`config.mk`:
```
export PLATFORM = sky130hd
export DESIGN_NAME = bus_source_arbiter
export DESIGN_NICKNAME = d
export VERILOG_FILES = /design/src/rtl/bus_source_arbiter.sv
export SDC_FILE = /design/constraint.sdc
export NUM_CORES = 1
export LEC_CHECK = 0
export ABC_AREA = 1
export CAP_MARGIN = 5
export CELL_PAD_IN_SITES_DETAIL_PLACEMENT = 1
export CELL_PAD_IN_SITES_GLOBAL_PLACEMENT = 1
export CORE_MARGIN = 2
export CORE_UTILIZATION = 46
export CTS_BUF_LIST = sky130_fd_sc_hd__clkbuf_2 sky130_fd_sc_hd__clkbuf_4 sky130_fd_sc_hd__clkbuf_8
export DETAILED_ROUTE_END_ITERATION = 8
export HOLD_SLACK_MARGIN = 0.15
export PLACE_DENSITY_LB_ADDON = 0.08
export SLEW_MARGIN = 5
export SYNTH_ARGS = -nofsm -noshare
export SYNTH_HDL_FRONTEND = slang
export SYNTH_SLANG_ARGS = --single-unit
```
`constraint.sdc`:
```
create_clock -name clock -period 9.8 [get_ports clock]
set_input_delay 1.47 -clock clock [delete_from_list [all_inputs] [get_ports clock]]
set_output_delay 1.47 -clock clock [all_outputs]
set_load 0.02 [all_outputs]
```
`src/rtl/bus_source_arbiter.sv`:
```
// bus_source_arbiter
// Registered bus-source arbiter between the control unit and the 32-bit bus
// multiplexer. Picks one of NUM_SRC drive requests, using either fixed priority
// (lowest index wins) or round-robin. Outputs a registered mux select, a one-hot
// grant, a valid flag and multi-driver conflict flags.
// Optional build macro: ARB_CONFLICT_COUNT_EN adds a saturating 8-bit
// conflict_count output.
module bus_source_arbiter #(
   parameter int NUM_SRC    = 24,
   parameter int SEL_W      = 5,
   parameter int RR_DEFAULT = 0
) (
   input  logic               clock,
   input  logic               clear,
   input  logic [NUM_SRC-1:0] req,
   input  logic               mode_wr,
   input  logic               mode_in,
   input  logic               conflict_clr,
   output logic [SEL_W-1:0]   sel,
   output logic               sel_valid,
   output logic [NUM_SRC-1:0] grant,
   output logic               conflict,
   output logic               conflict_sticky
`ifdef ARB_CONFLICT_COUNT_EN
   ,
   output logic [7:0]         conflict_count
`endif
);

   typedef enum logic {
      MODE_PRIO = 1'b0,
      MODE_RR   = 1'b1
   } arb_mode_e;

   arb_mode_e           r_mode;
   logic [SEL_W-1:0]    r_rr_ptr;
   logic [SEL_W-1:0]    r_sel;
   logic                r_valid;
   logic [NUM_SRC-1:0]  r_grant;
   logic                r_conflict;
   logic                r_sticky;

   logic [SEL_W-1:0]    w_win_idx;
   logic                w_any;
   logic                w_conflict;
   logic [NUM_SRC-1:0]  w_grant;
   int                  w_idx;

   // Pick the winning index for this cycle's req under the current mode.
   // NOTE: every signal gets a default at the top so no path leaves it unassigned (no latch).
   always_comb begin
      w_win_idx  = '0;
      w_idx      = 0;
      w_any      = |req;
      w_conflict = ($countones(req) > 1);
      if (r_mode == MODE_PRIO) begin
         // Descending scan: the last hit, which is the lowest set index, wins.
         for (int i = NUM_SRC - 1; i >= 0; i--) begin
            if (req[i]) w_win_idx = SEL_W'(i);
         end
      end else begin
         // Descending offset from rr_ptr: the last hit, which is the nearest
         // index at or after rr_ptr (with wrap), wins.
         for (int k = NUM_SRC - 1; k >= 0; k--) begin
            w_idx = int'(r_rr_ptr) + k;
            if (w_idx >= NUM_SRC) w_idx = w_idx - NUM_SRC;
            if (req[w_idx]) w_win_idx = SEL_W'(w_idx);
         end
      end
      w_grant = w_any ? (NUM_SRC'(1) << w_win_idx) : '0;
   end

   // Register the arbitration result, the conflict flags, the mode and the rotation pointer.
   // NOTE: state is updated only with non-blocking assignments, so every register samples pre-edge values.
   always_ff @(posedge clock or posedge clear) begin
      if (clear) begin
         r_sel      <= '0;
         r_valid    <= 1'b0;
         r_grant    <= '0;
         r_conflict <= 1'b0;
         r_sticky   <= 1'b0;
         r_rr_ptr   <= '0;
         r_mode     <= arb_mode_e'(RR_DEFAULT[0]);
      end else begin
         r_valid    <= w_any;
         r_grant    <= w_grant;
         r_conflict <= w_conflict;
         // Keep sel stable on idle cycles so the bus mux does not glitch.
         if (w_any) r_sel <= w_win_idx;
         // A new conflict takes precedence over a clear in the same cycle.
         if (w_conflict)        r_sticky <= 1'b1;
         else if (conflict_clr) r_sticky <= 1'b0;
         if (mode_wr) begin
            r_mode   <= arb_mode_e'(mode_in);
            r_rr_ptr <= '0;
         end else if (r_mode == MODE_RR && w_any) begin
            r_rr_ptr <= (w_win_idx == SEL_W'(NUM_SRC - 1)) ? '0 : w_win_idx + SEL_W'(1);
         end
      end
   end

   assign sel             = r_sel;
   assign sel_valid       = r_valid;
   assign grant           = r_grant;
   assign conflict        = r_conflict;
   assign conflict_sticky = r_sticky;

`ifdef ARB_CONFLICT_COUNT_EN
   logic [7:0] r_conflict_count;

   // Count conflict cycles, saturating at 255. An increment beats conflict_clr.
   always_ff @(posedge clock or posedge clear) begin
      if (clear) begin
         r_conflict_count <= '0;
      end else if (w_conflict) begin
         if (conflict_clr)                r_conflict_count <= 8'd1;
         else if (r_conflict_count != '1) r_conflict_count <= r_conflict_count + 8'd1;
      end else if (conflict_clr) begin
         r_conflict_count <= '0;
      end
   end

   assign conflict_count = r_conflict_count;
`endif

endmodule

```
# After elaboration in Yosys (flattened, before gate mapping)

Cells that the tools add are included.

Bits in registers: 38
Bits of input ports: 29

$add $sub $neg: 71
$lt $le $gt $ge: 49
Equal/unequal tests: 1
Shifts and indexed selects: 1
Mux-type cells: 175
Reduce and logical (&&, ||, !) cells: 4

Operator list:

| operator             | count |
|---|---|
| $mux 32              | 48 |
| $lt 32x7->1 const B  | 24 |
| $mux 5               | 52 |
| $sub 6x5->7 const B  | 23 |
| $ge 6x5->1 const B   | 23 |
| $bmux 1 s5           | 24 |
| $mux 1               | 50 |
| $add 5x4->6 const B  | 8 |
| $add 5x5->6 const B  | 8 |
| $add 1x1->2          | 12 |
| $add 5x3->6 const B  | 4 |
| $mux 24              | 1 |
| $reduce_or 24->1     | 1 |
| $shl 1x5->24 const A | 1 |
| $add 2x2->3          | 6 |
| $add 3x3->4          | 3 |
| $add 5x2->6 const B  | 2 |
| $add 5x1->6 const B  | 1 |
| $add 5x4->6          | 1 |
| $gt 6x1->1 const B   | 1 |
| $sub 5x5->6 const B  | 1 |
| $add 4x4->5          | 1 |
| $add 5x1->5 const B  | 1 |
| $eq 5x5->1 const B   | 1 |
| 3 further kinds      | 4 |

# Depth between registers and ports, before layout

Gate-level depths: netlist of the first run.

Depth after elaboration: 36
Mapped depth: 59
Depth with buffers taken out: 57

# Worst setup path after synthesis of the first run

OpenSTA, ideal clock, no wires.

Path kind: in2reg
Start point: input port req[17]
End point: register r_sticky (netlist: conflict_sticky)
Library setup time: 135 ps
Arrival time: 5344 ps
Required time: 9665 ps
Setup slack: 4321 ps
Stages: 14
Cell sequence: fa_1 -> inv_1 -> fa_1 -> inv_1 -> fa_1 -> inv_1 -> fa_1 -> fa_1 -> inv_1 -> ha_1 -> fa_1 -> or4_1 -> a21oi_1 -> o211ai_1

Longest elaborated chain between the ends: 6
Elaborated cells on any way between the ends: 7
Classes of those cells: 4 x add/sub; 1 x order compare; 1 x mux; 1 x reduce/logical

RTL lines:

| item                                               | line | RTL |
|---|---|---|
| start, declared                                    | 15   | `input logic [NUM_SRC-1:0] req,` |
| $add 1x1->2 (not written as such) (*)              | 55   | `w_conflict = ($countones(req) > 1);` |
| $add 2x2->3 (not written as such) (*)              | 55   |  |
| $add 3x3->4 (not written as such) (*)              | 55   |  |
| $add 5x4->6 (not written as such) (*)              | 55   |  |
| $gt 6x1->1 (*)                                     | 55   |  |
| $mux 1 / $reduce_bool 2->1 (equally long branches) | -    |  |
| end signal, assigned                               | 81   | `r_sticky <= 1'b0;` |
| end signal, assigned                               | 91   | `if (w_conflict) r_sticky <= 1'b1;` |
| end signal, assigned                               | 92   | `else if (conflict_clr) r_sticky <= 1'b0;` |
| end, declared                                      | 41   | `logic r_sticky;` |

Mark *: on every way between the ends. The rest lies on a longest branch, timed or not.
A chain may end at the register's enable or synchronous reset.

# Worst setup path after layout of the first run

Same ends and word-level chain as after synthesis.

==> metrics.yaml, run 1 <==
status: "completed"
multi_input_comb_area_um2: 5400
use_met3: 0.0365
drt_drc_violations_left: 0
crit_path_cell_trace: "clkdlybuf4s50_1, fa_1, inv_1, fa_1, inv_1, fa_1, inv_1, fa_1, fa_1, inv_1, ha_1, fa_1, or4_1, a21oi_1, o211ai_1"
finalMaxSlewViolations: 0
clk_path_buf_depth: 2
htreeDepth: 2
synth_most_common_cell: "nand2_1"
firstDrtPassIters: 5
seqCellArea_um2: 952
fin_crit_sh: 0.609
worstPathMaxFanout: 5
synth.avg_cell_area_um2: 5.92
synth_top_cell_by_area: "nand2_1"
tightest_slew_ns: 0.892
synth.distinct_cells: 59
cts_resized: 0
grtUsageTotal: 0.318
ir_drop_mv: 0.203
endpoint_kind: "register"
clock-sinks: 38
ys_seq_area_frac: 0.130
setup_viol: 0
met1_usage: 0.397
hold_path_depth: 1
avgViaCountPerCell: 5.46
startpoint_type: "input port"
grt_pass1_wl_mm: 42.0
grt_overflow: 0
place_hpwl_mm: 21.1
synth_seq_cells: 38
slowest_delay_ns: 0.60
skew_ns: 0.00318
layout-drive-gt1-share: 0.0758
cts_tree: "yes"
max_cap_viol_count: 0
holdWs_ns: 0.508
drt-wirelength-per-cell_um: 17.6
synth_top_area_share: 0.222
final.fill_count: 2230
crit_type: "in -> reg"
min_period_ns: 5.97
p_per_area_nw_per_um2: 374
gp_congestion: 0.929
arrival_ns: 6.14
vias: 8160
rsz0062_at_grt: "false"
synth_cells: 1236
fmax_mhz: 167
drt_iter0_drc: 364
yosys-top-cells-count: "432 x nand2_1, 177 x inv_1, 114 x nand3_1"
syn_area_um2: 7320
synth_edf_count: 0
grt_pass1_vias: 8160
initial_core_util: 0.466
ant_nets: 0
antenna_cells: 0
async_reset_ff_frac: 1.00
power_frac_clock: 0.046
die_w_um: 130
area_growth_pct: 11.1
path_clk_slew_ns: 0.07
postCtsSetupRepairBufs: 0
syn-num-nets: 1333
required_ns: 9.97
p_leak_nw: 4.45
dieHeight_um: 130
grt.busiest_layer: "met2"
num_rows: 46
numCtsBuffers: 5
cp_common_cell: "fa_1"
antenna_found_initial: 0
intPower_mw: 1.14
core_um2: 15700
fin_nets: 1375
yosysWarnings: 0
io_pins: 61
relSlewSlack: 0.406
io_buffers: 60
combPwrFrac: 0.883
root_buffer: "clkbuf_8"
use_met2: 0.568
ctsHoldBuffers: 0
hold_class: "reg -> reg"
clock_latency_ns: 0.29
finalSetupTns_ns: 0
die_area_um2: 16900
cp_slowest_cell: "fa_1"
synth_top_cells_by_area: "nand2_1 22%, dfrtp_1 13%, inv_1 9.1%, ha_1 8.7%, nand3_1 7.8%"
ys.flop_type: "dfrtp_1"
swShare: 0.627
p_seq_frac: 0.071
routed_wl_mm: 26.4
timing_hold_violations_final: 0
p_sw_mw: 1.91
grt_max_degree: 52
r2r_cells: 44
[final timing paths]
check	end	slack, ns	from
worst max-delay path	conflict_sticky	3.83	req[17]
worst min-delay path	sel[4]	0.51	sel[4]
worst max register to register	r_rr_ptr[0]	3.91	r_rr_ptr[4]
worst min register to register	sel[4]	0.51	sel[4]
max in group asynchronous	r_rr_ptr[0]	7.84	clear
min in group asynchronous	grant[10]	1.60	clear
[per-stage QoR]
stage                     cells  total power, mW  utilization  instance area [um^2]  worst slack [ns]
after global routing       1495             3.40        0.518                  8130              3.28
after detailed placement   1487             2.87        0.510                  8010              3.51
final                      1495             3.05        0.518                  8130              3.83
after CTS                  1495             3.03        0.518                  8130              3.83
after global placement     1487             2.81        0.510                  8010              3.67
after floorplan            1236             2.18            -                  7320              4.32
[worst max-delay path: cells and delay by family]
kind,cells,cell delay [ns]
compound gates,2,0.29
fa+ha+maj,7,3.13
buf+inv,5,0.75
simple gates,1,0.51
[layout by cell type (no fill, tap or decap), types with 3 or more instances in the layout]
cell / n
xor2_1: 19
fa_1: 17
nand4_1: 14
clkdlybuf4s50_1: 60
a211oi_1: 3
nand3_1: 114
nor2_1: 67
o211ai_1: 14
o31ai_1: 3
nor3_1: 4
a21oi_1: 54
a211o_1: 3
nand2_1: 432
ha_1: 51
clkbuf_8: 6
o21a_1: 9
o21ai_0: 57
xnor2_1: 5
nand2_4: 6
nor2_2: 5
inv_1: 177
nor3_2: 8
or2_2: 5
nand3_2: 4
dfrtp_1: 37
o21bai_1: 3
o21ai_1: 22
o21ai_2: 5
buf_4: 5
inv_2: 17
nand2_2: 16
[power groups by stage]
| stage | clock network, mW | registers [mW] | logic (mW) |
|---|---|---|---|
| final | 0.141 | 0.215 | 2.69 |
| after global routing | 0.148 | 0.218 | 3.03 |
| after CTS | 0.143 | 0.215 | 2.67 |
| after detailed placement | 0 | 0.216 | 2.66 |
| after global placement | 0 | 0.217 | 2.59 |
| after floorplan | 0 | 0.238 | 1.95 |
[flip-flops by register name, summed over array words and instances (netlist names)]
signal	count
grant	24
r_rr_ptr	5
sel	5
conflict	1
conflict_sticky	1
r_mode	1
sel_valid	1
[routing by layer]
layer / wire length (um) / share of wire
met1: 11500 / 0.44
met2: 12800 / 0.48
met3: 1180 / 0.045
met4: 961 / 0.036
met5: 0 / 0
[cells by family after synthesis]
logic type / synth area share
and+or+nand+nor: 0.408
buffers and inverters: 0.131
AOI/OAI and AO/OA: 0.150
adders and majority gates: 0.134
DFF: 0.130
xor gates and xnor gates: 0.0392
muxes: 0.00787
[layout make-up]
cell class / count / share of cell area
flip-flops and latches: 38 / 0.117
repair buffers: 65 / 0.0785
clock buffers: 7 / 0.0111
well taps: 216 / 0.0332
multi-input cells: 970 / 0.664
inverters: 198 / 0.0920
clock inverters: 1 / 0.00369
Note: power is estimated with default switching activity, not from simulation.
==> inputs of run 2 (changes only) <==
CORE_UTILIZATION = 39   (was 46)
clock period = 4.95 ns   (was 9.8 ns; I/O delays follow)
==> metrics.yaml, run 2 (synthesized netlist as in run 1, its figures left out) <==
grt_pass1_vias: 8935
io_pins: 61
clock_latency_ns: 0.30
required_ns: 5.14
p_seq_frac: 0.054
p_sw_mw: 4.52
relSlewSlack: 0.519
grt_max_degree: 44
dieHeight_um: 141
antenna_cells: 0
ant_nets: 0
post-place-ws_ns: -0.435
drt_drc_violations_left: 0
met1_length_mm: 12.8
avgViaCountPerCell: 5.26
num_rows: 50
vias: 8847
initial_core_util: 0.394
rsz0062_at_grt: "true"
numCtsBuffers: 5
dp_cells: 1633
arrival_ns: 5.10
max_cap_viol_count: 0
ctsHoldBuffers: 0
die_w_um: 141
final_cell_mix: "375 x nand2_1, 163 x inv_1, 159 x buf_4"
final_common_cell: "nand2_1"
ir_drop_mv: 0.311
final_cells: 1681
setup_viol: 0
io_buffers: 60
fmax_mhz: 203
wl_met3_mm: 1.21
power_frac_clock: 0.027
final.fill_count: 2503
die_area_um2: 19900
place_hpwl_mm: 23.6
clock-sinks: 38
slowest_delay_ns: 0.51
grtUsageTotal: 0.288
swShare: 0.585
startpoint_type: "register"
crit_type: "reg -> reg"
skew_ns: 0.00839
path_clk_slew_ns: 0.07
htreeDepth: 2
maxUsedRoutingLayer: "met4"
grt_overflow: 0
cts_tree: "yes"
finalMaxSlewViolations: 0
wl_met2_mm: 15.8
worstPathMaxFanout: 10
cp_common_cell: "nand2_1"
dpl_cell_area_um2: 9020
min_period_ns: 4.92
layout-drive-gt1-share: 0.276
p_leak_nw: 5.47
final_area_um2: 10200
root_buffer: "clkbuf_8"
hold_class: "reg -> reg"
clk_path_buf_depth: 2
timing_hold_violations_final: 0
fin_nets: 1543
status: "completed"
grt_pass1_wl_mm: 45.8
drt_iter0_drc: 373
area_growth_pct: 39.0
fin_crit_sh: 0.994
combPwrFrac: 0.918
routed_wl_mm: 30.8
largest_register_ffs: 24
firstDrtPassIters: 4
cp_slowest_cell: "dfrtp_2"
core_um2: 18600
final_util: 0.547
drt-wirelength-per-cell_um: 18.3
antenna_found_initial: 0
endpoint_kind: "register"
intPower_mw: 3.20
finalWorstSetupSlack_ns: 0.0321
tightest_slew_ns: 0.714
gp_congestion: 0.938
p_per_area_nw_per_um2: 759
run 2: cell types whose count changed in the layout (fill, tap and decap cells not counted), sizes merged:
cell and change:
buf +166, clkdlybuf4s50 -12, dlymetal6s2s +10, clkinv +3
dlygate4sd2 +2, bufinv -1
run 2: path summary, 6_finish.rpt:
| kind | slack (ns) | cells past startpoint | to | start |
|---|---|---|---|---|
| min in group asynchronous | 0.86 | 3 | grant[10] | clear |
| setup reg to reg | 0.03 | 41 | grant[21] | r_rr_ptr[2] |
| hold / removal | 0.51 | 1 | sel[4] | sel[4] |
| hold reg to reg | 0.51 | 1 | sel[4] | sel[4] |
| max in group asynchronous | 3.72 | 3 | r_rr_ptr[1] | clear |
| setup / recovery | 0.03 | 41 | grant[21] | r_rr_ptr[2] |
run 2: what timing repair did:
action                                  in CTS  in global routing
gates resized for setup                     13                198
endpoints found under the setup margin      31                 36
pin swaps                                    8                 77
buffers inserted                             1                 38
gates cloned                                 0                  2
run 2: worst max-delay path: cells and delay by family, from the launching register on:
family,cells,cell delay [ns]
and+or+nand+nor,29,2.31
buffers and inverters,7,0.89
DFF,1,0.51
muxes,1,0.41
adders and majority gates,2,0.38
AOI/OAI and AO/OA,2,0.30
run 2: power groups by stage:
stage / Sequential (mW) / Clock, mW / Combinational [mW]
after global placement: 0.413 / 0 / 5.79
after detailed placement: 0.413 / 0 / 5.95
after floorplan: 0.471 / 0 / 3.85
final: 0.417 / 0.212 / 7.09
after CTS: 0.412 / 0.218 / 6.03
after global routing: 0.422 / 0.228 / 7.83
run 2: metal layers:
metal / vias up / GRT usage
li1: 4349 / -
met1: 4264 / 0.353
met5: - / 0
met4: 0 / 0.0863
met3: 56 / 0.0323
met2: 178 / 0.528
run 2: cell type report:
cell class / count / area (um^2) / share of cell area
Tap cell: 234 / 293 / 0.0288
Sequential cell: 38 / 956 / 0.0940
Timing Repair Buffer: 232 / 1990 / 0.196
Clock buffer: 6 / 76.3 / 0.00751
Multi-Input combinational cell: 970 / 6060 / 0.596
Inverter: 198 / 771 / 0.0758
Clock inverter: 2 / 10.0 / 0.000984
Timing Repair inverter: 1 / 6.26 / 0.000615
run 2: through the flow:
step | hold slack, ns | total power [mW] | TNS, ns
2_1_floorplan | 0.591 | 4.32 | 0
3_3_place_gp | 0.481 | 6.21 | -0.949
3_5_place_dp | 0.487 | 6.36 | -2.64
4_1_cts | 0.509 | 6.66 | 0
5_1_grt | 0.529 | 8.48 | -9.35
6_report | 0.510 | 7.72 | 0
